**src/rtl/dcm_reset_ctrl.sv**
```systemverilog
// dcm_reset_ctrl
// Sequences the reset of the 50->25 MHz DCM wrapper, waits for lock with a
// timeout and a bounded number of retries, then releases a clean active-low
// system reset for the 25 MHz logic. Everything runs on the 50 MHz clock.
//
// Ports:
//   i_clk50         50 MHz free-running board clock
//   i_rst_n         asynchronous active-low reset
//   i_dcm_lock      DCM LOCKED output (asynchronous, synchronized internally)
//   o_dcm_reset     DCM reset, active high
//   o_sys_rst_n     system reset, active low, released only in RUN
//   o_locked_stable high in RUN
//   o_fail          sticky failure flag
//   o_retry_count   number of timed-out lock attempts (saturates at 15)
//
// Optional feature (macro DCM_LOCKLOSS_RECOVER_EN):
//   defined   - lock loss in RUN restarts the full sequence with a fresh
//               retry budget
//   undefined - lock loss in RUN is terminal (FAIL until i_rst_n)
module dcm_reset_ctrl #(
    parameter int unsigned RST_CYCLES    = 4,
    parameter int unsigned LOCK_TIMEOUT  = 50000,
    parameter int unsigned STABLE_CYCLES = 16,
    parameter int unsigned MAX_RETRIES   = 7
) (
    input  logic       i_clk50,
    input  logic       i_rst_n,
    input  logic       i_dcm_lock,
    output logic       o_dcm_reset,
    output logic       o_sys_rst_n,
    output logic       o_locked_stable,
    output logic       o_fail,
    output logic [3:0] o_retry_count
);

    localparam int unsigned RW = $clog2(RST_CYCLES + 1);
    localparam int unsigned TW = $clog2(LOCK_TIMEOUT + 1);
    localparam int unsigned SW = $clog2(STABLE_CYCLES + 1);

    localparam logic [RW-1:0] RST_LAST    = RW'(RST_CYCLES - 1);
    localparam logic [TW-1:0] TMO_LAST    = TW'(LOCK_TIMEOUT - 1);
    localparam logic [SW-1:0] STABLE_LAST = SW'(STABLE_CYCLES - 1);
    localparam logic [3:0]    RETRY_LIMIT = 4'(MAX_RETRIES);

    typedef enum logic [2:0] {
        ST_RESET_DCM,
        ST_WAIT_LOCK,
        ST_STABILIZE,
        ST_RUN,
        ST_FAIL
    } state_t;

    state_t        state;
    logic          lock_meta;
    logic          lock_s;
    logic [RW-1:0] rst_cnt;
    logic [TW-1:0] tmo_cnt;
    logic [SW-1:0] stable_cnt;
    logic [3:0]    retry_next;

    always_comb begin
        retry_next = o_retry_count;
        if (o_retry_count != 4'hF) begin
            retry_next = o_retry_count + 4'd1;
        end
    end

    always_ff @(posedge i_clk50 or negedge i_rst_n) begin
        if (!i_rst_n) begin
            state           <= ST_RESET_DCM;
            lock_meta       <= 1'b0;
            lock_s          <= 1'b0;
            rst_cnt         <= '0;
            tmo_cnt         <= '0;
            stable_cnt      <= '0;
            o_dcm_reset     <= 1'b1;
            o_sys_rst_n     <= 1'b0;
            o_locked_stable <= 1'b0;
            o_fail          <= 1'b0;
            o_retry_count   <= '0;
        end else begin
            lock_meta <= i_dcm_lock;
            lock_s    <= lock_meta;

            case (state)
                ST_RESET_DCM: begin
                    // o_dcm_reset was set on entry; this counts its high time
                    if (rst_cnt == RST_LAST) begin
                        state       <= ST_WAIT_LOCK;
                        rst_cnt     <= '0;
                        tmo_cnt     <= '0;
                        o_dcm_reset <= 1'b0;
                    end else begin
                        rst_cnt <= rst_cnt + RW'(1);
                    end
                end

                ST_WAIT_LOCK: begin
                    // lock wins over a timeout expiring in the same cycle
                    if (lock_s) begin
                        state      <= ST_STABILIZE;
                        stable_cnt <= '0;
                    end else if (tmo_cnt == TMO_LAST) begin
                        o_retry_count <= retry_next;
                        o_dcm_reset   <= 1'b1;
                        rst_cnt       <= '0;
                        if (retry_next >= RETRY_LIMIT) begin
                            state  <= ST_FAIL;
                            o_fail <= 1'b1;
                        end else begin
                            state <= ST_RESET_DCM;
                        end
                    end else begin
                        tmo_cnt <= tmo_cnt + TW'(1);
                    end
                end

                ST_STABILIZE: begin
                    if (!lock_s) begin
                        state      <= ST_WAIT_LOCK;
                        tmo_cnt    <= '0;
                        stable_cnt <= '0;
                    end else if (stable_cnt == STABLE_LAST) begin
                        state           <= ST_RUN;
                        o_sys_rst_n     <= 1'b1;
                        o_locked_stable <= 1'b1;
                    end else begin
                        stable_cnt <= stable_cnt + SW'(1);
                    end
                end

                ST_RUN: begin
                    if (!lock_s) begin
                        o_sys_rst_n     <= 1'b0;
                        o_locked_stable <= 1'b0;
                        o_dcm_reset     <= 1'b1;
                        rst_cnt         <= '0;
`ifdef DCM_LOCKLOSS_RECOVER_EN
                        state         <= ST_RESET_DCM;
                        o_retry_count <= '0;
`else
                        state  <= ST_FAIL;
                        o_fail <= 1'b1;
`endif
                    end
                end

                ST_FAIL: begin
                    state <= ST_FAIL;
                end

                default: begin
                    state <= ST_RESET_DCM;
                end
            endcase
        end
    end

endmodule

```
**config.mk**
```make
export PLATFORM = sky130hd
export DESIGN_NAME = dcm_reset_ctrl
export DESIGN_NICKNAME = d
export VERILOG_FILES = /design/src/rtl/dcm_reset_ctrl.sv
export SDC_FILE = /design/constraint.sdc
export NUM_CORES = 1
export LEC_CHECK = 0
export ABC_AREA = 1
export BUFFER_PORTS_ARGS = -buffer_cell sky130_fd_sc_hd__buf_4
export CAP_MARGIN = 20
export CORE_UTILIZATION = 56
export CTS_BUF_LIST = sky130_fd_sc_hd__clkbuf_4 sky130_fd_sc_hd__clkbuf_8
export DETAILED_ROUTE_END_ITERATION = 8
export PLACE_DENSITY = 0.74
export SETUP_SLACK_MARGIN = 0.4
export SYNTH_ARGS = -nofsm -noshare
export SYNTH_HDL_FRONTEND = slang
export SYNTH_SLANG_ARGS = --single-unit
```
**constraint.sdc**
```tcl
create_clock -name i_clk50 -period 2.2 [get_ports i_clk50]
set_clock_uncertainty 0.1 [all_clocks]
set_input_delay 0.22 -clock i_clk50 [delete_from_list [all_inputs] [get_ports i_clk50]]
set_output_delay 0.22 -clock i_clk50 [all_outputs]
set_load 0.005 [all_outputs]
```
# Word level (Yosys, flattened, before mapping)
# Index checks and enable logic that the tools add are counted.
# op_classes
add_sub_neg	4
magnitude_cmp	1
n_eq_ne	21
muxes	36
bitwise	1
reduce_logical	14
# ops
cell	count
$mux W16	4
$pmux W16 S3	1
$mux W3	11
$ne A2 B2 Y1 const B	10
$add A16 B1 Y16 const B	1
$eq A16 B16 Y1 const B	1
$mux W5	3
$pmux W3 S5	1
$reduce_and A5 Y1	3
$reduce_and A4 Y1	3
$mux W1	10
$pmux W5 S2	1
$eq A3 B2 Y1 const B	3
$ne A3 B3 Y1 const B	3
$pmux W3 S3	1
$reduce_and A3 Y1	2
$reduce_bool A2 Y1	3
$reduce_bool A3 Y1	2
$add A5 B1 Y5 const B	1
$eq A5 B4 Y1 const B	1
$add A4 B1 Y4 const B	1
$ge A4 B3 Y1 const B	1
$mux W4	1
$ne A4 B4 Y1 const B	1
other kinds (7)	8
# totals
reg_bits	36
input_bits	3
out_inout_bits	8
word_cells	87

# Longest topological paths before layout
# Gate-level depths: netlist (run 1).
# logic_depth
ltp_word	7
mapped_depth	11
depth_no_buf	11

# Worst setup path before layout (run 1)
# OpenSTA, ideal clock, no wires.
# synth_timing
path_type	reg-to-reg
startpoint	register stable_cnt[0]
endpoint	register stable_cnt[2]
setup_ps	119
arrival_time_ps	1379
required_ps	1981
slack_ps	602
stages_incl_launch_ff	11
n_path_buf	0
period_less_slack_ps	1598
cell_sequence	dfrtp_1 ha_1 nand2_1 nor2_1 ha_1 inv_1 o211ai_1 nand2_1 inv_1 a21oi_1 nor2_1
# synth_via
elab_chain_cells	4
word_cells_on_any_way	7
classes_between	1 x add/sub; 2 x eq/ne; 3 x mux; 1 x reduce/logical
# synth_rtl
element	line_no	rtl
start, declared	58	logic [SW-1:0] stable_cnt;
start signal, assigned	128	stable_cnt <= stable_cnt + SW'(1);
$add A5 B1 Y5	128	
$mux W5	123	end else if (stable_cnt == STABLE_LAST) begin
$mux W5	119	if (!lock_s) begin
$pmux W5 S2	85	case (state)
# Parallel ways exist; a longest one is shown, timed or not. The select of a mux whose other input is x is not followed.
# A chain may end at the register's enable or synchronous reset.

# Worst setup path in the final report (run 1)
# layout_timing
startpoint	register stable_cnt[1]
endpoint	register stable_cnt[3]
# The elaborated chain is that of the path after synthesis.

==> flow_summary_export.csv, run 1 <==
group,metric,value,unit
critical_path,r2r_slack,450,ps
sta,final_hold_viol_count,0,
power_and_ir_drop,p_leak,1.15,nW
synthesis,synth_nets,314,
critical_path,path_class,"reg -> reg",
synthesis,syn_inst,306,
sta,setup_viol,0,
critical_path,r2r_cells,11,
sta,max_freq,572,MHz
critical_path,cp_max_fo,5,
detailed_routing,top_layer_used,"met4",
critical_path,r2r-end,"stable_cnt[3]",
detailed_routing,drc_errors,0,
critical_path,critPathMaxStageDelay,380,ps
sta,rsz0062_at_grt,"true",
detailed_routing,wl_per_cell,12.6,µm
synthesis,synth_area_leader_cell,"dfrtp_1",
clock_tree,cts_buffer_depth,2,
critical_path,crit_slowest_cell,"dfrtp_1",
place,portBuffers,10,
detailed_routing,wl_met2,2190,µm
critical_path,rr_startpoint,"stable_cnt[1]",
critical_path,cp_cell_sequence,"ha_2, nand2_2, nor2_2, ha_2, inv_2, o211ai_1, nand2_2, nand2_1, nand2_1, nand2_1, nor2_1",
power_and_ir_drop,power_frac_comb,46.7,%
outcome,status,"complete, no violations",
global_routing,grt_max_degree,37,
detailed_routing,met1_length,2200,µm
synthesis,synth.top_cell.area_share,39.0,%
synthesis,ys_seq_area_share,40.2,%
die,fp.dieH,65.3,µm
global_routing,grt_pass1_vias,1762,
power_and_ir_drop,switchingPower,1.16,mW
sta,relSlewSlack,70.2,%
critical_path,worst_ep_arrival_time,1840,ps
hold_path,hold_path_class,"reg -> reg",
global_routing,grt_pass1_wl,7780,µm
finish,nets,332,
clock_tree,cts-root-buf,"clkbuf_8",
clock_tree,cts_sinks,36,
synthesis,ys_top_cells_by_area,"dfrtp_1, nand2_1, nand3_1",
detailed_routing,first_pass_iters,4,
critical_path,cp_common_cell,"nand2_1",
synthesis,synth_area,0.00224,mm²
sta,timing.final.crit_period,1750,ps
finish,finalInstanceArea,0.00254,mm²
synthesis,yosys_warnings,0,
synthesis,avgSynthCellArea,7.34,µm²
power_and_ir_drop,power.share.sequential,34.7,%
place,dpl_cell_area,0.00233,mm²
sta,holdWs,253,ps
global_routing,grt_use_total,23.8,%
sta,tightest_slew,446,ps
power_and_ir_drop,power_density,1000,mW/mm²
power_and_ir_drop,switching_share,45.7,%
die,placement_rows,22,
finish,layout-area-overhead-vs-synth,13.1,%
detailed_routing,antenna_left,0,
place,dpl.hpwl,3040,µm
die,dieArea,0.00427,mm²
critical_path,critPathRequiredTime,2290,ps
global_routing,grt_remaining_overflow,0,
detailed_routing,drt_iter0_drc,209,
detailed_routing,via_count,1991,
global_routing,antenna_found_initial,0,
clock_tree,htreeDepth,2,
die,core,0.00374,mm²
place,gp_congestion,0.914,
clock_tree,insertion_delay,290,ps
detailed_routing,viasPerCell,5.34,
run,cap_violations,0,
die,die_width,65.3,µm
critical_path,critPathLaunch,"stable_cnt[1]",
critical_path,endpoint_kind,"flop",
synthesis,ys_types,29,
critical_path,crit_end,"stable_cnt[3]",
clock_tree,path_clk_slew,80,ps
detailed_routing,wirelength,4690,µm
sta,drv_slew,0,
finish,antennaDiodeCount,0,
die,start_util,60.0,%
synthesis,ys_ff_latch,36,
clock_tree,numCtsBuffers,5,
power_and_ir_drop,intPower,1.38,mW
power_and_ir_drop,p_clk_share,18.6,%
die,boundaryPins,11,
finish,drive_gt1_share,20.0,%
detailed_routing,dr_wl_met3,226,µm
sta,fin_tns_setup,0,ps
critical_path,cp-start-kind,"flop",
power_and_ir_drop,vdd_drop_max,0.940,mV
sta,finalCritPeriodShare,79.5,%
clock_tree,tritoncts,"built",
==> metal layers <==
metal  global-route usage [%]  up-vias
li1                         -     1034
met1                     31.9      891
met2                     36.9       55
met3                     6.77       11
met4                     8.15        0
met5                        0        -
==> layout by cell type (no fill, tap or decap), drive strengths merged, types with 2 or more instances in the layout <==
cell,n
a21oi,7
nand3,39
o21bai,7
ha,5
o21ai,22
or2,3
nand4,4
nor2,42
dfrtp,35
clkbuf,5
nand2,105
inv,29
clkinv,4
dlygate4sd3,2
buf,12
==> critical path: cells and delay by family (launching register included) <==
kind,cells,cell delay (ps)
adders and majority gates,2,390
DFF,1,380
and+or+nand+nor,7,520
AOI/OAI and AO/OA,1,200
buffers and inverters,1,50
==> cells in the mapped netlist (all sizes together) <==
master and number:
a21boi 1, a21oi 7, buf 5, clkinv 1
dfrtp 35, dfstp 1, ha 5, inv 29
nand2 105, nand3 37, nand4 4, nor2 42
o211ai 1, o21ai 22, o21bai 7, o22ai 1
or2 3
==> flip-flops by register name (all words and copies together) (netlist names), 3 cells and up <==
signal / count
state: 3
stable_cnt: 5
tmo_cnt: 16
o_retry_count: 4
rst_cnt: 3
==> power groups by stage <==
| stage | Combinational, mW | Clock [mW] | Sequential, mW |
|---|---|---|---|
| 3_3_place_gp | 0.926 | 0 | 0.874 |
| 5_1_grt | 1.33 | 0.505 | 0.891 |
| 4_1_cts | 1.03 | 0.481 | 0.868 |
| 6_report | 1.19 | 0.472 | 0.880 |
| 2_1_floorplan | 0.895 | 0 | 0.861 |
| 3_5_place_dp | 0.945 | 0 | 0.877 |
==> logic make-up after synthesis <==
logic type               synth area share, %
buffers and inverters                   7.47
flip-flops                              40.2
AO/OA/AOI/OAI                           12.1
adder cells (fa/ha/maj)                 2.79
AND/OR/NAND/NOR                         37.5
==> stage by stage <==
step                      setup WS [ps]  util (%)  total power [mW]  cells
final                               451      67.8              2.54    373
after global routing                292      67.8              2.73    373
after CTS                           407      65.7              2.38    370
after detailed placement            331      62.2              1.82    359
after global placement              386      62.2              1.80    359
after floorplan                     602         -              1.76    306
==> how the worst min path moves through the flow <==
stage	start	to	slack (ps)	cells past startpoint
2_1_floorplan	i_rst_n	lock_meta	-180	0
3_3_place_gp	i_rst_n	tmo_cnt[7]	100	1
3_5_place_dp	i_rst_n	tmo_cnt[7]	110	1
4_1_cts	lock_meta	lock_s	260	0
5_1_grt	lock_meta	lock_s	260	0
6_report	lock_meta	lock_s	250	0
==> layout make-up <==
class                           count  area (µm²)
Multi-Input combinational cell    237        1250
Fill cell                         326        1200
Sequential cell                    36         903
Timing Repair Buffer               14         123
Inverter                           30         118
Clock buffer                        5        68.8
Tap cell                           48        60.1
Clock inverter                      3        18.8
==> timing repair <==
| action | 4_1_cts | 5_1_grt |
|---|---|---|
| hold buffers | 2 | 0 |
| cloned | 1 | 1 |
| pin swaps | 0 | 10 |
| buffers inserted | 0 | 2 |
| setup endpoints to repair | 21 | 33 |
| endpoints found under the hold margin | 36 | 0 |
| resized for setup | 3 | 12 |
Note: power is estimated with default switching activity, not from simulation.
==> inputs of run 2 (changes only) <==
==> constraint.sdc (replaced) <==
create_clock -name i_clk50 -period 1.72 [get_ports i_clk50]
set_clock_uncertainty 0.1 [all_clocks]
set_input_delay 0.172 -clock i_clk50 [delete_from_list [all_inputs] [get_ports i_clk50]]
set_output_delay 0.172 -clock i_clk50 [all_outputs]
set_load 0.005 [all_outputs]
==> run 2 against run 1 <==
  * The flow now finishes with violations (setup timing)
  * Cell count rose by 13%
  * Register-to-register slack lost 560 ps
  * Design area grew 33%
  * Power is 91% higher
  * Global-route usage grew 6.1 points
  * Die area unchanged
  * Sequential cell count stayed put
  * Critical path depth unchanged
  * Largest cell class unchanged
==> flow_summary_export.csv, run 2 (synthesis results as in run 1) <==
group,metric,value,unit
outcome,status,"complete, but fails checks",
outcome,violations,"setup timing",
finish,reg_top3,"tmo_cnt x16, stable_cnt x5, o_retry_count x4",
die,boundaryPins,11,
sta,finalCritPeriodShare,106,%
sta,final_hold_viol_count,0,
die,core,0.00374,mm²
finish,utilization,89.9,%
detailed_routing,viasPerCell,6.29,
critical_path,cp_num_buf_inv,1,
finish,layout_commonest_cell,"nand2_1",
detailed_routing,wl_per_cell,19.9,µm
die,die_width,65.3,µm
sta,tightest_slew,490,ps
critical_path,endpoint_kind,"flop",
detailed_routing,wirelength,8370,µm
clock_tree,cts_buffer_depth,2,
clock_tree,insertion_delay,300,ps
sta,max_freq,548,MHz
critical_path,path_delay_family,"simple AND/OR/NAND/NOR gates",
sta,timing.final.crit_period,1830,ps
finish,antennaDiodeCount,0,
die,placement_rows,22,
die,dieArea,0.00427,mm²
finish,largest_reg_flops,16,
global_routing,grt_remaining_overflow,0,
sta,holdWs,263,ps
critical_path,crit_slowest_cell,"dfrtp_1",
clock_tree,htreeDepth,2,
place,dpl.hpwl,3240,µm
clock_tree,cts-root-buf,"clkbuf_8",
sta,rsz0062_at_grt,"true",
critical_path,path_class,"reg -> reg",
finish,largest_register,"tmo_cnt",
critical_path,cp_max_fo,5,
global_routing,antenna_found_initial,0,
clock_tree,cts_sinks,36,
die,fp.dieH,65.3,µm
clock_tree,numCtsBuffers,5,
detailed_routing,first_pass_iters,5,
critical_path,worst_ep_arrival_time,1920,ps
power_and_ir_drop,power_density,1440,mW/mm²
place,pre_cts_ws,14.3,ps
critical_path,critPathMaxStageDelay,410,ps
global_routing,grt_use_total,30.0,%
run,cap_violations,0,
sta,setup_viol,9,
detailed_routing,via_count,2647,
place,portBuffers,10,
power_and_ir_drop,p_leak,1.54,nW
critical_path,cp_common_cell,"nand2_1",
place,gp_congestion,0.892,
power_and_ir_drop,vdd_drop_max,0.830,mV
global_routing,grt_max_degree,37,
finish,layout-area-overhead-vs-synth,49.9,%
die,start_util,60.0,%
sta,drv_slew,0,
critical_path,critPathRequiredTime,1810,ps
global_routing,grt_pass1_vias,2162,
detailed_routing,drt_iter0_drc,371,
critical_path,cp-start-kind,"flop",
finish,layout_common_cells,"nand2_1, buf_4, nand3_1",
sta,fin_tns_setup,-484,ps
clock_tree,path_clk_slew,80,ps
hold_path,hold_path_class,"reg -> reg",
clock_tree,tritoncts,"built",
finish,nets,380,
global_routing,grt_pass1_wl,9660,µm
finish,drive_gt1_share,52.8,%
sta,fin_ws,-105,ps
critical_path,cp_cell_sequence,"ha_4, nand2_2, nor2_2, ha_2, inv_2, o211ai_1, nand2_2, nand2_1, nand2_1, nand2_1, nor2_1",
detailed_routing,antenna_left,0,
detailed_routing,drc_errors,0,
sta,relSlewSlack,67.3,%
[run 2: cell count changes in the layout (fill, tap and decap cells not counted), moves of 9 or more]
cell | before | now
inv_1 | 25 | 16
nand2_1 | 101 | 61
nand2_4 | 1 | 21
nor2_1 | 33 | 22
nand2_2 | 3 | 23
buf_4 | 11 | 52
[run 2: metal layers]
layer / track usage [%] / up-vias / routed length [µm] / share of wire (%)
met5: 0 / - / 0 / 0
met4: 14.1 / 0 / 621 / 7.4
met3: 5.90 / 85 / 692 / 8.3
met2: 49.4 / 204 / 3910 / 47
met1: 37.6 / 1240 / 3150 / 38
li1: - / 1118 / - / -
[run 2: per-stage QoR]
step	cell area (µm²)	total power, mW	std cells
floorplan	2310	2.31	306
global placement	2490	2.61	369
detailed placement	2490	2.62	369
CTS	2910	3.75	402
global route	3360	5.00	421
finish	3360	4.85	421
[run 2: worst paths after layout]
path	startpoint	end	slack [ps]	cells past startpoint
setup / recovery	stable_cnt[1]	stable_cnt[3]	-110	11
hold / removal	lock_meta	lock_s	260	0
setup reg to reg	stable_cnt[1]	stable_cnt[3]	-110	11
hold reg to reg	lock_meta	lock_s	260	0
max in group asynchronous	i_rst_n	tmo_cnt[5]	870	2
min in group asynchronous	i_rst_n	tmo_cnt[15]	280	2
[run 2: power breakdown]
| part | switching (mW) | internal [mW] | leakage (nW) |
|---|---|---|---|
| Combinational | 1.76 | 1.27 | 1.03 |
| Sequential | 0.188 | 0.993 | 0.466 |
| Clock | 0.324 | 0.321 | 0.0493 |
[run 2: what timing repair did]
item	4_1_cts	5_1_grt
endpoints found under the hold margin	36	0
hold buffers	2	0
gates cloned	1	1
pin swaps	18	33
gates resized for setup	41	83
buffers inserted	22	18
endpoints found under the setup margin	34	34
[run 2: cell type report]
type                            instances  area, µm²
Clock inverter                          1       8.76
Timing Repair Buffer                   64        579
Sequential cell                        36        913
Fill cell                             148        379
Clock buffer                            7       83.8
Tap cell                               48       60.1
Multi-Input combinational cell        235       1590
Inverter                               30        125
==> inputs of run 3 (changes only) <==
--- a/config.mk
+++ b/config.mk
@@ -11,6 +11,7 @@
 export CORE_UTILIZATION = 56
 export CTS_BUF_LIST = sky130_fd_sc_hd__clkbuf_4 sky130_fd_sc_hd__clkbuf_8
 export DETAILED_ROUTE_END_ITERATION = 8
+export GPL_TIMING_DRIVEN = 0
 export PLACE_DENSITY = 0.74
 export SETUP_SLACK_MARGIN = 0.4
 export SYNTH_ARGS = -nofsm -noshare
==> constraint.sdc (replaced) <==
create_clock -name i_clk50 -period 2.3 [get_ports i_clk50]
set_clock_uncertainty 0.1 [all_clocks]
set_input_delay 0.23 -clock i_clk50 [delete_from_list [all_inputs] [get_ports i_clk50]]
set_output_delay 0.23 -clock i_clk50 [all_outputs]
set_load 0.005 [all_outputs]
==> run 3 against run 2 <==
  * The run now ends clean
  * Die area unchanged
  * Sequential cell count unchanged
  * First-iteration DRC count down 74%
  * Register-to-register slack better by 620 ps
  * Via count down 26%
  * Sequential share of layout area up 8.1 points
  * Fmax up 2.3%
  * Largest power group unchanged
==> flow_summary_export.csv, run 3 (synthesis results as in run 1) <==
group,metric,value,unit
sta,fin_tns_setup,0,ps
critical_path,path_class,"reg -> reg",
global_routing,grt_remaining_overflow,0,
finish,utilization,68.4,%
global_routing,grt_max_degree,37,
die,start_util,60.0,%
die,boundaryPins,11,
finish,finalInstanceArea,0.00256,mm²
finish,nFillCells,333,
clock_tree,numCtsBuffers,5,
critical_path,r2r-end,"stable_cnt[0]",
sta,fin_ws,516,ps
finish,layout_common_cells,"nand2_1, nand3_1, dfrtp_1",
die,fp.dieH,65.3,µm
clock_tree,htreeDepth,2,
power_and_ir_drop,power_density,992,mW/mm²
finish,layout-area-overhead-vs-synth,14.1,%
detailed_routing,drc_errors,0,
sta,relSlewSlack,70.3,%
critical_path,r2r_slack,520,ps
die,die_width,65.3,µm
critical_path,endpoint_kind,"flop",
sta,drv_slew,0,
finish,reg_top3,"tmo_cnt x16, stable_cnt x5, o_retry_count x4",
run,cap_violations,0,
clock_tree,tritoncts,"built",
detailed_routing,drt_iter0_drc,97,
sta,tightest_slew,446,ps
place,gp_congestion,0.906,
sta,max_freq,561,MHz
finish,largest_register,"tmo_cnt",
power_and_ir_drop,vdd_drop_max,0.790,mV
hold_path,holdPathEnd,"lock_s",
critical_path,rr_startpoint,"stable_cnt[1]",
detailed_routing,viasPerCell,5.23,
place,dpl.hpwl,3270,µm
die,placement_rows,22,
finish,regArea,903,µm²
critical_path,r2r_cells,10,
detailed_routing,wirelength,4680,µm
clock_tree,cts-root-buf,"clkbuf_8",
finish,antennaDiodeCount,0,
clock_tree,cts_buffer_depth,2,
global_routing,antenna_found_initial,0,
place,portBuffers,10,
critical_path,cp-start-kind,"flop",
global_routing,grt_use_total,25.7,%
hold_path,min_from,"lock_meta",
hold_path,hold_path_class,"reg -> reg",
detailed_routing,antenna_left,0,
global_routing,grt_pass1_vias,1947,
outcome,status,"complete, no violations",
clock_tree,cts_sinks,36,
die,dieArea,0.00427,mm²
finish,nets,335,
detailed_routing,via_count,1968,
finish,multi_input_comb_area,0.00121,mm²
hold_path,hold-path-cell-count,0,
global_routing,grt_pass1_wl,8500,µm
sta,rsz0062_at_grt,"true",
die,core,0.00374,mm²
critical_path,worst_ep_arrival_time,1900,ps
critical_path,critPathRequiredTime,2420,ps
detailed_routing,first_pass_iters,4,
finish,layout_commonest_cell,"nand2_1",
finish,largest_reg_flops,16,
finish,drive_gt1_share,20.7,%
place,dpl_cell_area,0.00238,mm²
detailed_routing,wl_per_cell,12.5,µm
clock_tree,insertion_delay,290,ps
power_and_ir_drop,finalPower,2.54,mW
place,pre_cts_ws,395,ps
sta,setup_viol,0,
power_and_ir_drop,p_leak,1.17,nW
sta,finalCritPeriodShare,77.6,%
sta,final_hold_viol_count,0,
critical_path,cp_max_fo,5,
sta,timing.final.crit_period,1780,ps
clock_tree,path_clk_slew,80,ps
run 3: changes by cell type in the layout (fill, tap and decap cells not counted), moves of 9 or more:
cell     change
inv_1        +9
nand2_1     +41
buf_4       -39
nand2_2     -21
nand2_4     -20
nor2_1      +11
run 3: stage by stage:
step | hold WS [ps] | cells
2_1_floorplan | -166 | 306
3_3_place_gp | 113 | 364
3_5_place_dp | 117 | 364
4_1_cts | 259 | 374
5_1_grt | 272 | 376
6_report | 256 | 376
run 3: power breakdown:
part,internal (mW),leakage (nW),switching [mW]
clock network,0.334,0.0586,0.240
logic,0.387,0.633,0.732
registers,0.737,0.479,0.110
total,1.46,1.17,1.08
run 3: worst max-delay path, stage by stage, from the launching register on:
cell      delay (ps)
dfrtp_1          380
ha_2             190
nand2_1           70
nor2_2            90
ha_2             190
inv_2             60
o211ai_1         210
nand2_2          150
inv_2            110
nor2_1            40
a21oi_1          110
run 3: routing by layer:
layer,GRT usage (%),wire length (µm)
met3,4.86,202
met1,33.9,2310
met2,41.6,2110
met4,10.1,62
met5,0,0
run 3: area by class of cell:
cell class                 count  area share [%]
buffer                         5            1.95
clock buffer                   6            2.98
clock inverter                 2            1.37
inverter                      30            4.59
multi-input combinational    235            47.2
sequential                    36            35.3
tap                           48            2.34
timing repair buffer          14            4.30
run 3: worst max-delay path by stage:
stage	end	cells past startpoint	slack (ps)	start
2_1_floorplan	stable_cnt[2]	10	700	stable_cnt[0]
3_3_place_gp	rst_cnt[2]	8	440	tmo_cnt[0]
3_5_place_dp	rst_cnt[2]	8	400	tmo_cnt[0]
4_1_cts	rst_cnt[2]	8	410	tmo_cnt[0]
5_1_grt	stable_cnt[0]	10	380	stable_cnt[1]
6_report	stable_cnt[0]	10	520	stable_cnt[1]
run 3: what timing repair did:
item | in CTS | in global routing
setup endpoints to repair | 3 | 32
pin swaps | 0 | 4
hold endpoints to repair | 36 | 0
gates resized for setup | 1 | 11
setup buffers | 0 | 2
hold buffers | 2 | 0
